### config.mk
export PLATFORM = sky130hd
export DESIGN_NAME = gps_sv_scheduler
export DESIGN_NICKNAME = d
export VERILOG_FILES = /design/src/rtl/gps_sv_scheduler.sv
export SDC_FILE = /design/constraint.sdc
export NUM_CORES = 1
export LEC_CHECK = 0
export CORE_ASPECT_RATIO = 0.5
export CORE_MARGIN = 1.5
export CORE_UTILIZATION = 40
export CTS_CLUSTER_SIZE = 8
export DETAILED_ROUTE_END_ITERATION = 12
export HOLD_SLACK_MARGIN = 0.1
export PLACE_DENSITY_LB_ADDON = 0.1
export SLEW_MARGIN = 10
export SYNTH_ARGS = -nofsm -noshare
export SYNTH_HDL_FRONTEND = slang
export SYNTH_SLANG_ARGS = --single-unit
export TNS_END_PERCENT = 5
### constraint.sdc
create_clock -name sys_clk_50 -period 1.9 [get_ports sys_clk_50]
set_input_delay 0.38 -clock sys_clk_50 [delete_from_list [all_inputs] [get_ports sys_clk_50]]
set_output_delay 0.38 -clock sys_clk_50 [all_outputs]
set_load 0.02 [all_outputs]
### src/rtl/gps_sv_scheduler.sv
// Satellite sweep scheduler: walks the enabled slots of a small SV table, drives the
// L-code generator one SV at a time and returns one result (code or timeout) per slot.
module gps_sv_scheduler #(
  parameter int unsigned NSLOT   = 4,
  parameter int unsigned TIMEOUT = 1024
) (
  input  logic                     sys_clk_50,
  input  logic                     rst_n_in,
  input  logic                     cfg_we,
  input  logic [$clog2(NSLOT)-1:0] cfg_addr,
  input  logic [5:0]               cfg_sv,
  input  logic [NSLOT-1:0]         slot_en,
  input  logic                     sched_start,
  input  logic                     abort,
  output logic [5:0]               gps_sv_num,
  output logic                     gps_start_round,
  input  logic [127:0]             gps_l_code,
  input  logic                     gps_l_code_valid,
  output logic                     res_valid,
  input  logic                     res_ready,
  output logic [5:0]               res_sv,
  output logic [127:0]             res_code,
  output logic                     res_timeout,
  output logic                     busy,
  output logic                     sweep_done
);

  localparam int unsigned AW = $clog2(NSLOT);
  localparam int unsigned CW = $clog2(TIMEOUT);

  typedef enum logic [2:0] {
    S_IDLE,
    S_ISSUE,
    S_WAIT,
    S_OUTPUT,
    S_NEXT
  } state_t;

  state_t          state_q, state_d;
  logic [5:0]      table_q [NSLOT];
  logic [NSLOT-1:0] mask_q;
  logic [AW-1:0]   ptr_q;
  logic [CW-1:0]   cnt_q;
  logic            valid_prev_q;

  logic            first_found, next_found;
  logic [AW-1:0]   first_idx, next_idx;
  logic            accept, tmo, xfer;

  // Lowest slot enabled in the live mask, and next enabled slot above the pointer.
  always_comb begin
    first_found = 1'b0;
    first_idx   = '0;
    next_found  = 1'b0;
    next_idx    = '0;
    for (int unsigned i = 0; i < NSLOT; i++) begin
      if (slot_en[i] && !first_found) begin
        first_found = 1'b1;
        first_idx   = AW'(i);
      end
      if (mask_q[i] && (AW'(i) > ptr_q) && !next_found) begin
        next_found = 1'b1;
        next_idx   = AW'(i);
      end
    end
  end

  // Only a fresh low-to-high edge counts; a level already high on WAIT entry is ignored.
  assign accept = (state_q == S_WAIT) && gps_l_code_valid && !valid_prev_q;
  assign tmo    = (state_q == S_WAIT) && (cnt_q == CW'(TIMEOUT - 1)) && !accept;
  assign xfer   = (state_q == S_OUTPUT) && res_valid && res_ready;

  assign busy            = (state_q != S_IDLE);
  assign gps_start_round = (state_q == S_ISSUE) && !abort;

  always_comb begin
    state_d = state_q;
    case (state_q)
      S_IDLE:   if (sched_start && !abort && first_found) state_d = S_ISSUE;
      S_ISSUE:  state_d = S_WAIT;
      S_WAIT:   if (accept || tmo) state_d = S_OUTPUT;
      S_OUTPUT: if (xfer) state_d = S_NEXT;
      S_NEXT:   state_d = next_found ? S_ISSUE : S_IDLE;
      default:  state_d = S_IDLE;
    endcase
    if (abort && (state_q != S_IDLE)) state_d = S_IDLE;
  end

  always_ff @(posedge sys_clk_50 or negedge rst_n_in) begin
    if (!rst_n_in) state_q <= S_IDLE;
    else           state_q <= state_d;
  end

  always_ff @(posedge sys_clk_50 or negedge rst_n_in) begin
    if (!rst_n_in) begin
      for (int unsigned i = 0; i < NSLOT; i++) table_q[i] <= '0;
      mask_q       <= '0;
      ptr_q        <= '0;
      cnt_q        <= '0;
      valid_prev_q <= 1'b0;
      gps_sv_num   <= '0;
      res_valid    <= 1'b0;
      res_sv       <= '0;
      res_code     <= '0;
      res_timeout  <= 1'b0;
      sweep_done   <= 1'b0;
    end else begin
      valid_prev_q <= gps_l_code_valid;
      sweep_done   <= 1'b0;
      case (state_q)
        S_IDLE: begin
          if (cfg_we && (32'(cfg_addr) < NSLOT)) table_q[cfg_addr] <= cfg_sv;
          if (sched_start && !abort) begin
            mask_q <= slot_en;
            if (first_found) begin
              ptr_q      <= first_idx;
              gps_sv_num <= table_q[first_idx];
            end else begin
              sweep_done <= 1'b1;
            end
          end
        end
        S_ISSUE: cnt_q <= '0;
        S_WAIT: begin
          cnt_q <= cnt_q + 1'b1;
          if (accept) begin
            res_code    <= gps_l_code;
            res_sv      <= gps_sv_num;
            res_timeout <= 1'b0;
            res_valid   <= 1'b1;
          end else if (tmo) begin
            res_code    <= '0;
            res_sv      <= gps_sv_num;
            res_timeout <= 1'b1;
            res_valid   <= 1'b1;
          end
        end
        S_OUTPUT: if (xfer) res_valid <= 1'b0;
        S_NEXT: begin
          if (next_found) begin
            ptr_q      <= next_idx;
            gps_sv_num <= table_q[next_idx];
          end else begin
            sweep_done <= 1'b1;
          end
        end
        default: ;
      endcase
      // Abort overrides whatever the state above scheduled this cycle.
      if (abort && (state_q != S_IDLE)) begin
        res_valid  <= 1'b0;
        sweep_done <= 1'b0;
      end
    end
  end

endmodule

# After elaboration in Yosys (flattened, before gate mapping)
# Cells that the tools add are included.
# totals
regBits	187
latchBits	0
ram_bits	0
rom_bits	0
elab_cells	135
mem_count	0
# classes
addsub	1
multipliers	0
div	0
magnitude_cmp	8
eq_ne	12
n_shift	0
muxes	53
bitwise	3
n_reduce_logical	43
# op_table
operator	count
$mux 128	2
$mux 6	10
$bmux 6 s2	2
$bwmux 24	1
$logic_and 1x1->1	21
$mux 1	20
$pmux 10 s2	1
$pmux 3 s5	1
$mux 2	7
$demux 6 s2	1
$mux 3	4
$pmux 6 s2	1
$add 10x1->10 const B	1
$eq 10x10->1 const B	1
$ge 3x3->1 const B	3
$logic_not 1->1	9
$not 2->3	3
$eq 3x2->1 const B	2
$ne 2x2->1 const B	3
$reduce_and 2->1	3
$reduce_and 3->1	2
$reduce_bool 2->1	3
$reduce_bool 3->1	2
$gt 1x2->1 const A	2
13 further kinds	15

# Depth between registers and ports, before layout
# Gate-level depths: netlist (run 1).
# depth
depth_word	18
mapped_depth	8

# Least setup slack after synthesis (run 1)
# Ideal clock, no wire load.
# synth_path
path_kind	register -> register
startpoint	register cnt_q[0]
endpoint	register state_q[0]
t_arrival_ns	1.937
t_required_ns	1.778
path_slack_ns	-0.159
path_stages_with_launch	9
path_buffers	2
cell_sequence	dfrtp_1 -> ha_1 -> and3_1 -> and3_1 -> a41oi_1 -> buf_2 -> buf_1 -> nand2_1 -> a32o_1
# synth_between
elab_chain_cells	6
# synth_rtl
element	line	rtl
from (decl)	43	logic [CW-1:0] cnt_q;
from (signal assigned)	125	cnt_q <= cnt_q + 1'b1;
$eq 10x10->1	70	assign tmo = (state_q == S_WAIT) && (cnt_q == CW'(TIMEOUT - 1)) && !accept;
$logic_and 1x1->1 (2 in a row)	70	
$logic_or 1x1->1	81	S_WAIT: if (accept || tmo) state_d = S_OUTPUT;
$ne 3x1->1 (no source line)	-	
$reduce_and 3->1 (no source line)	-	
to (signal assigned)	91	else state_q <= state_d;
to (decl)	39	state_t state_q, state_d;
# Every way passes these cells.
# A chain may end at the register's enable or synchronous reset.

# Worst setup path after layout (run 1)
# layout_path
startpoint	register state_q[0]
endpoint	register res_code[44]
# layout_between
elab_chain_cells	7
word_cells_on_any_way	9
classes_between	eq/ne (1); mux (1); reduce/logical (7)
# layout_rtl
element	line	rtl
$eq 3x2->1 *	69, 70, 110	
$logic_and 1x1->1 (2 in a row)	69	assign accept = (state_q == S_WAIT) && gps_l_code_valid && !valid_prev_q;
$logic_not 1->1	70	
$logic_and 1x1->1	70	
$reduce_bool 2->1 (no source line)	-	
$reduce_and 2->1 (no source line)	-	
to (signal assigned)	127	res_code <= gps_l_code;
to (decl)	22	output logic [127:0] res_code,
# Mark *: on every way between the ends. The rest lies on a longest branch, timed or not.

==> results.sh, run 1 <==
export IMPL_status="finished, final reports clean"
export IMPL_final_cell_mix="clkdlybuf4s50_1, dfrtp_1, a22o_1"
export IMPL_drive_gt1_frac=0.1545
export IMPL_gr_total_overflow=0
export IMPL_drt_initial_drc_count=296
export IMPL_worst_setup_path_end_kind="flip-flop"
export IMPL_fin_total_pwr_mw=16.96
export IMPL_setup_viol=0
export IMPL_hp_class="input port to async pin"
export IMPL_core_area_mm2=0.01839
export IMPL_worst_ep_required_time_ns=2.22
export IMPL_grt_pass1_vias=6199
export IMPL_cts_root_buf="clkbuf_16"
export IMPL_grt_util_all_layers=0.2351
export IMPL_synth_edff_count=0
export IMPL_path_class="flip-flop to flip-flop"
export IMPL_clockBufferDepth=2
export IMPL_worstPathCellList="or3b_4, nor3b_4, a41oi_4, buf_12, buf_12, a22o_1"
export IMPL_synth_top_area_frac=0.6208
export IMPL_numCtsBuffers=17
export IMPL_rsz0062_at_grt="true"
export IMPL_dr_pass1_iters=4
export IMPL_area_growth_pct=56.74
export IMPL_clkPwrFrac=0.212
export IMPL_insertion_delay_ns=0.44
export IMPL_grt_pass1_wl_um=35250
export IMPL_maxCapViolCount=0
export IMPL_p_comb_frac=0.416
export IMPL_p_leak_nw=5.277
export IMPL_placementRows=35
export IMPL_critPathLaunchType="flip-flop"
export IMPL_multi_input_area_mm2=0.002693
export IMPL_dieArea_mm2=0.01962
export IMPL_num_vias=6127
export IMPL_ir_drop_v=0.0007155
export IMPL_utilization=0.6389
export IMPL_p_int_mw=11.19
export IMPL_finalCritPeriodShare=0.9935
export IMPL_cts_tree="done"
export IMPL_wirelength_um=22600
export IMPL_critPathMaxStageDelay_ns=0.45
export IMPL_syn_area_per_cell_um2=13.04
export IMPL_seqCellArea_mm2=0.004654
export IMPL_timing_hold_ws_ns=0.4202
export IMPL_htree_levels=4
export IMPL_path_common_cell="buf_12"
export IMPL_avgRoutedWirePerCell_um=19.72
export IMPL_nets=1041
export IMPL_drc=0
export IMPL_n_antenna_cell=0
export IMPL_ant_nets=0
export IMPL_routed_via_density=5.346
export IMPL_initial_core_util=0.4076
export IMPL_pin_count=292
export IMPL_final_setup_tns_ns=0
export IMPL_regToRegSetupSlack_ns=0.01
export IMPL_grt_max_degree=58
export IMPL_die_w_um=196.6
export IMPL_port_buffers=291
export IMPL_p_switching_mw=5.770
export IMPL_clock_skew_ns=0.01245
export IMPL_synth_seq_cells=186
export IMPL_cp_max_fo=26
export IMPL_synth_cells=575
export IMPL_cp_slowest_cell="or3b_4"
export IMPL_maxSlewViolCount=0
export IMPL_power_frac_seq=0.372
export IMPL_cts_clk_slew_worst_paths_ns=0.08
export IMPL_synth_flop_cell="dfrtp_1"
export IMPL_synth_yosys_seq_area_share=0.6208
export IMPL_power_density_mw_per_mm2=1443
export IMPL_antenna_found_initial=1
export IMPL_synth_cell_types=49
export IMPL_syn_area_mm2=0.007497
export IMPL_period_needed_ns=1.888
export IMPL_ys_warn_count=0
export IMPL_worstPathArrival_ns=2.20
export IMPL_yosysTopAreaCell="dfrtp_1"
export IMPL_hpwl_um=16320
export IMPL_worst_pin_slew_ns=0.4353
export IMPL_async_flop_share=1.000
export IMPL_nFillCells=1425
export IMPL_die_h_um=99.81
export IMPL_netSwitchingFraction=0.3402
export IMPL_synth_area_leaders="dfrtp_1, a22o_1, mux2_2"
export IMPL_gp_congestion=0.8272
export IMPL_synth_fp_nets=723
export IMPL_fmax_mhz=529.8
export IMPL_hold_viol=0
export IMPL_r2r_cells=6
export IMPL_post_cts_buffers=0
export IMPL_relSlewSlack=0.7098
export IMPL_final_common_cell="clkdlybuf4s50_1"
export IMPL_cts_num_sinks=186
synthesized netlist by cell type, drive strengths merged, types with 9 or more instances:
cell type	count
nand2	18
dfrtp	186
mux2	38
clkbuf	21
nor2	18
and3	9
buf	21
inv	10
a21oi	15
nor3	10
o21ai	26
nand3	9
a22o	129
layer usage:
metal	track usage	share of wire	routed length [um]	vias up
li1	-	-	-	2830
met1	0.3002	0.43	9734	3102
met2	0.4062	0.50	11360	162
met3	0.05141	0.048	1074	31
met4	0.07105	0.018	415	2
met5	0	0.00049	11	-
final timing paths:
check,start,endpoint
min in group sys_clk_50,gps_l_code_valid,valid_prev_q
worst min-delay path,rst_n_in,res_code[53]
max in group asynchronous,rst_n_in,gps_sv_num[4]
worst max register to register,state_q[0],res_code[44]
worst max-delay path,state_q[0],res_code[44]
worst min register to register,res_code[123],res_code[123]
power by group through the flow:
| stage | Sequential (mW) | Clock [mW] | Combinational [mW] |
|---|---|---|---|
| floorplan | 7.83 | 0 | 1.81 |
| global placement | 6.31 | 0 | 6.99 |
| CTS | 6.31 | 3.66 | 7.10 |
| finish | 6.31 | 3.59 | 7.05 |
| detailed placement | 6.37 | 0 | 7.03 |
| global route | 6.49 | 3.85 | 7.43 |
metrics by stage:
step                      area, um^2  worst slack, ns  cells
after floorplan                 7525        -0.003770    575
after global placement         11070          -0.3214   1113
after detailed placement       11070          -0.4005   1113
after CTS                      11680         -0.06627   1146
after global routing           11750         -0.06774   1146
final                          11750          0.01240   1146
timing repair:
| action | CTS | global route |
|---|---|---|
| resized for setup | 10 | 23 |
| setup endpoints to repair | 144 | 157 |
| pin swaps | 0 | 1 |
| hold buffers | 1 | 0 |
| hold endpoints to repair | 32 | 0 |
registers in the layout, summed over array words and instances (netlist names):
register,flops
res_sv,6
sweep_done,1
valid_prev_q,1
res_code,128
ptr_q,2
res_timeout,1
gps_sv_num,6
res_valid,1
cnt_q,10
table_q,24
mask_q,3
state_q,3
critical path, delay by kind of cell, from the launching register on:
| family | cells | cell delay, ns |
|---|---|---|
| flip-flops | 1 | 0.39 |
| buffers and inverters | 2 | 0.35 |
| AO/OA/AOI/OAI | 2 | 0.27 |
| AND/OR/NAND/NOR | 2 | 0.72 |
cell type report:
type / instances / area share
sequential: 186 / 0.3961
timing repair buffer: 341 / 0.2962
multi-input combinational: 337 / 0.2291
clock buffer: 20 / 0.03801
tap: 240 / 0.02555
clock inverter: 12 / 0.01182
inverter: 10 / 0.003194
cell families (layout without fill, tap and decap cells):
group / after synthesis / count (layout) / share of synthesized area
multiplexers: 42 / 42 / 0.06542
AND/OR/NAND/NOR: 84 / 84 / 0.05708
buffers and inverters: 52 / 383 / 0.03354
flip-flops: 186 / 186 / 0.6208
AO/OA/AOI/OAI: 210 / 210 / 0.2215
adder cells (fa/ha/maj): 1 / 1 / 0.001669
Note: power is estimated with default switching activity, not from simulation.
==> run 2: changes to the inputs <==
==> constraint.sdc (replaced) <==
create_clock -name sys_clk_50 -period 1.9 [get_ports sys_clk_50]
set_input_delay 0.38 -clock sys_clk_50 [delete_from_list [all_inputs] [get_ports sys_clk_50]]
set_output_delay 0.38 -clock sys_clk_50 [all_outputs]
set_load 0.1 [all_outputs]
==> run 2 against run 1 <==
  * Worst hold slack improved by 0.0090 ns
  * Die area unchanged
  * Clock-buffer cell count is the same
  * Cell count rose by 0.44%
  * Utilization grew 0.37 points
  * Critical endpoint is now gps_start_round
  * First-iteration DRC count decreased by 33%
  * Clock skew decreased by 0.0026 ns
  * Highest routed layer is now met4
  * Non-clock buffer count up 6
  * Sequential cell count is the same
  * Register-to-register slack improved by 0.02 ns
  * Fmax increased by 0.84%
==> results.sh, run 2 (synthesis gave the netlist of run 1 again) <==
export IMPL_status="finished, final reports clean"
export IMPL_grt_pass1_wl_um=34310
export IMPL_final_cells=1151
export IMPL_grt_util_all_layers=0.2254
export IMPL_dr_pass1_iters=4
export IMPL_cts_clk_slew_worst_paths_ns=0.06
export IMPL_hold_depth=1
export IMPL_initial_core_util=0.4076
export IMPL_grt_pass1_vias=6102
export IMPL_critPathMaxStageDelay_ns=0.40
export IMPL_maxSlewViolCount=0
export IMPL_drive_gt1_frac=0.3172
export IMPL_r2r_start="state_q[0]"
export IMPL_finalCritPeriodShare=0.9852
export IMPL_die_w_um=196.6
export IMPL_hpwl_um=16080
export IMPL_rsz0062_at_grt="true"
export IMPL_avgRoutedWirePerCell_um=18.99
export IMPL_worstPathCellList="buf_6, nor2_4, nand2_4, nor2_4, buf_12"
export IMPL_largest_reg_flops=128
export IMPL_regMostFlops="res_code"
export IMPL_min_to="valid_prev_q"
export IMPL_cp_slowest_cell="dfrtp_1"
export IMPL_critPathBufInv=2
export IMPL_die_h_um=99.81
export IMPL_ant_nets=0
export IMPL_regToRegSetupSlack_ns=0.03
export IMPL_clockBufferDepth=2
export IMPL_hp_class="input port to flip-flop"
export IMPL_numCtsBuffers=17
export IMPL_hold_path_startpoint="gps_l_code_valid"
export IMPL_worst_ep_required_time_ns=1.52
export IMPL_grt_max_degree=53
export IMPL_num_vias=6100
export IMPL_path_common_cell="nor2_4"
export IMPL_path_class="flip-flop to primary output"
export IMPL_critPathLaunchType="flip-flop"
export IMPL_setup_viol=0
export IMPL_biggestRegsByFlops="res_code: 128 flops, table_q: 24 flops, cnt_q: 10 flops"
export IMPL_drt_initial_drc_count=198
export IMPL_placementRows=35
export IMPL_pin_count=292
export IMPL_cts_root_buf="clkbuf_16"
export IMPL_worst_setup_path_end_kind="primary output"
export IMPL_core_area_mm2=0.01839
export IMPL_cp_top_family="flip-flops"
export IMPL_fmax_mhz=534.2
export IMPL_placedCellCount=1118
export IMPL_nets=1047
export IMPL_antenna_found_initial=0
export IMPL_clock_skew_ns=0.009804
export IMPL_drc=0
export IMPL_gr_total_overflow=0
export IMPL_period_needed_ns=1.872
export IMPL_wirelength_um=21860
export IMPL_htree_levels=4
export IMPL_final_cell_mix="dfrtp_1, buf_4, clkdlybuf4s50_1"
export IMPL_port_buffers=291
export IMPL_dieArea_mm2=0.01962
export IMPL_final_common_cell="dfrtp_1"
export IMPL_cts_num_sinks=186
export IMPL_relSlewSlack=0.6484
export IMPL_cts_tree="done"
export IMPL_worst_pin_slew_ns=0.5274
export IMPL_final_setup_tns_ns=0
export IMPL_maxCapViolCount=0
export IMPL_utilization=0.6426
export IMPL_worstPathArrival_ns=1.49
export IMPL_insertion_delay_ns=0.43
export IMPL_gp_congestion=0.7968
export IMPL_area_growth_pct=57.64
export IMPL_r2r_end="res_code[52]"
export IMPL_cp_max_fo=6
export IMPL_hold_viol=0
export IMPL_n_antenna_cell=0
export IMPL_routed_via_density=5.300
export IMPL_r2r_cells=6
run 2: cell types whose count changed in the layout (fill, tap and decap cells not counted), moves of 3 or more:
cell             change
dlymetal6s2s_1       -3
buf_4              +121
buf_12              +30
clkdlybuf4s50_1    -140
run 2: repair_timing:
item                                    CTS  global route
setup buffers                             1             0
pin swaps                                 0             2
hold buffers                              1             0
endpoints found under the setup margin  100           148
hold endpoints to repair                 45             0
gates cloned                              0             0
gates resized for setup                  12            10
run 2: worst reg2reg max path: cells and delay by family, from the launching register on:
family | cells | cell delay (ns)
buffers and inverters | 2 | 0.36
flip-flops | 1 | 0.40
AND/OR/NAND/NOR | 2 | 0.72
AO/OA/AOI/OAI | 2 | 0.28
run 2: metal layers:
| metal | GRT usage | vias to the layer above | wire, um |
|---|---|---|---|
| met5 | 0 | - | 0 |
| met4 | 0.06577 | 0 | 381 |
| met3 | 0.05242 | 29 | 913 |
| met2 | 0.3696 | 150 | 10800 |
| met1 | 0.3028 | 3081 | 9767 |
| li1 | - | 2840 | - |
run 2: worst max-delay path by stage:
stage,start,to,cells after the start
after floorplan,cnt_q[0],res_sv[1],7
after global placement,slot_en[1],ptr_q[1],5
after detailed placement,slot_en[1],gps_sv_num[3],5
after CTS,state_q[2],gps_start_round,5
after global routing,state_q[0],res_code[41],6
final,state_q[1],gps_start_round,5
run 2: cell type report:
cell class / instances / area (um^2)
tap: 240 / 300.3
timing repair buffer: 347 / 3551
multi-input combinational: 337 / 2690
clock buffer: 20 / 446.7
clock inverter: 11 / 138.9
inverter: 10 / 37.54
fill: 1412 / 6574
sequential: 186 / 4654
run 2: through the flow:
stage / setup WS [ns] / instance area (um^2) / hold WS, ns
floorplan: -0.04342 / 7511 / 0.08441
CTS: -0.00008971 / 11770 / 0.4147
finish: 0.02819 / 11820 / 0.4293
global placement: -0.2885 / 11120 / 0.3729
detailed placement: -0.3415 / 11120 / 0.3789
global route: -0.04661 / 11820 / 0.4108
Power of run 2 is not shown: default switching activity piles up to over one toggle a cycle in this logic, so the estimate is an artifact.
==> run 3: changes to the inputs <==
--- a/config.mk
+++ b/config.mk
@@ -12,6 +12,7 @@
 export DETAILED_ROUTE_END_ITERATION = 12
 export HOLD_SLACK_MARGIN = 0.1
 export PLACE_DENSITY_LB_ADDON = 0.1
+export SKIP_LAST_GASP = 1
 export SLEW_MARGIN = 10
 export SYNTH_ARGS = -nofsm -noshare
 export SYNTH_HDL_FRONTEND = slang
==> run 3 against run 2 <==
  * The flow now finishes with violations (setup timing)
  * Utilization up 0.82 points
  * Non-clock buffer count up 9
  * Sequential share of layout area down 0.50 points
  * Critical path depth up 2
  * Fmax down 3.5%
  * Worst setup slack worse by 0.067 ns
  * Global-route usage about the same
  * Cell count up 0.78%
  * Clock skew up 0.0012 ns
  * Worst hold slack about the same
  * Critical endpoint is now res_code[70]
  * Largest cell class unchanged
  * Highest routed layer unchanged
==> results.sh, run 3 (synthesis gave the netlist of run 1 again) <==
export IMPL_drc=0
export IMPL_final_common_cell="dfrtp_1"
export IMPL_seqCellArea_mm2=0.004654
export IMPL_largest_reg_flops=128
export IMPL_period_needed_ns=1.939
export IMPL_port_buffers=291
export IMPL_cp_max_fo=7
export IMPL_grt_util_all_layers=0.2250
export IMPL_avgRoutedWirePerCell_um=19.39
export IMPL_clock_skew_ns=0.01096
export IMPL_met2_length_um=11010
export IMPL_worstPathArrival_ns=2.25
export IMPL_drive_gt1_frac=0.3217
export IMPL_critPathLaunchType="flip-flop"
export IMPL_num_vias=6139
export IMPL_worst_setup_path_end_kind="flip-flop"
export IMPL_finalCritPeriodShare=1.021
export IMPL_die_w_um=196.6
export IMPL_placementRows=35
export IMPL_route_top_layer_used="met4"
export IMPL_layout_setup_ws_ns=-0.03927
export IMPL_final_cell_mix="dfrtp_1, buf_4, clkdlybuf4s50_1"
export IMPL_routed_wl_met3_um=1018
export IMPL_hpwl_um=16080
export IMPL_setup_viol=67
export IMPL_maxSlewViolCount=0
export IMPL_nFillCells=1399
export IMPL_n_antenna_cell=0
export IMPL_relSlewSlack=0.6459
export IMPL_dpl_instance_area_mm2=0.01112
export IMPL_dieArea_mm2=0.01962
export IMPL_status="finished, violations left"
export IMPL_numCtsBuffers=17
export IMPL_ant_nets=0
export IMPL_multi_input_area_mm2=0.002683
export IMPL_worst_pin_slew_ns=0.5312
export IMPL_critPathMaxStageDelay_ns=0.45
export IMPL_cts_tree="done"
export IMPL_timing_hold_ws_ns=0.4288
export IMPL_nets=1056
export IMPL_hp_class="input port to flip-flop"
export IMPL_htree_levels=4
export IMPL_fmax_mhz=515.7
export IMPL_cp_top_family="simple AND/OR/NAND/NOR gates"
export IMPL_area_growth_pct=59.66
export IMPL_path_common_cell="clkbuf_16"
export IMPL_pin_count=292
export IMPL_dr_pass1_iters=4
export IMPL_grt_max_degree=53
export IMPL_worst_ep_required_time_ns=2.21
export IMPL_worstPathCellList="or3b_4, nor3b_4, a41oi_4, buf_6, clkbuf_16, clkbuf_16, a22o_1"
export IMPL_routed_via_density=5.292
export IMPL_die_h_um=99.81
export IMPL_wirelength_um=22500
export IMPL_hold_viol=0
export IMPL_cts_num_sinks=186
export IMPL_critPathBufInv=3
export IMPL_drt_initial_drc_count=214
export IMPL_cts_root_buf="clkbuf_16"
export IMPL_cts_clk_slew_worst_paths_ns=0.07
export IMPL_rsz0062_at_grt="true"
export IMPL_wl_met1_um=10140
export IMPL_cp_slowest_cell="or3b_4"
export IMPL_grt_pass1_vias=6083
export IMPL_maxCapViolCount=0
export IMPL_clockBufferDepth=2
export IMPL_path_class="flip-flop to flip-flop"
export IMPL_biggestRegsByFlops="res_code: 128 flops, table_q: 24 flops, cnt_q: 10 flops"
export IMPL_core_area_mm2=0.01839
export IMPL_gr_total_overflow=0
export IMPL_grt_pass1_wl_um=34220
export IMPL_design_area_mm2=0.01197
export IMPL_regMostFlops="res_code"
export IMPL_insertion_delay_ns=0.43
export IMPL_initial_core_util=0.4076
export IMPL_gp_congestion=0.7968
export IMPL_failed_checks="setup timing"
export IMPL_antenna_found_initial=0
run 3: final cells by class:
class / count / share of cell area
multi-input cells: 337 / 0.2241
well taps: 240 / 0.02509
clock buffers: 20 / 0.03732
repair buffers: 356 / 0.3099
flip-flops and latches: 186 / 0.3888
clock inverters: 11 / 0.01160
inverters: 10 / 0.003136
run 3: worst paths after layout:
kind | start | to | slack (ns) | cells after the start
worst max-delay path | state_q[2] | res_code[70] | -0.04 | 7
worst min-delay path | gps_l_code_valid | valid_prev_q | 0.43 | 1
worst max register to register | state_q[2] | res_code[70] | -0.04 | 7
worst min register to register | cnt_q[6] | cnt_q[6] | 0.47 | 1
max in group asynchronous | rst_n_in | table_q[14] | 0.76 | 3
min in group asynchronous | rst_n_in | res_code[55] | 0.49 | 2
run 3: timing repair:
action	CTS	global route
endpoints found under the hold margin	45	0
pin swaps	0	3
gates cloned	0	6
endpoints found under the setup margin	100	157
hold buffers	1	0
setup buffers	1	3
gates resized for setup	7	15
run 3: stage by stage:
stage	setup TNS (ns)	util	std cells	setup slack, ns
global placement	-2.418	0.6048	1118	-0.2885
global route	-11.55	0.6508	1160	-0.1068
floorplan	-1.357	-	575	-0.04342
finish	-0.8183	0.6508	1160	-0.03927
detailed placement	-2.993	0.6048	1118	-0.3415
CTS	-0.3694	0.6386	1151	-0.02979
run 3: per-layer routing:
layer	track usage	vias up
met4	0.06577	0
met3	0.05242	25
met5	0	-
met2	0.3685	169
met1	0.3024	3085
li1	-	2860
Power of run 3 is left out for the same reason.
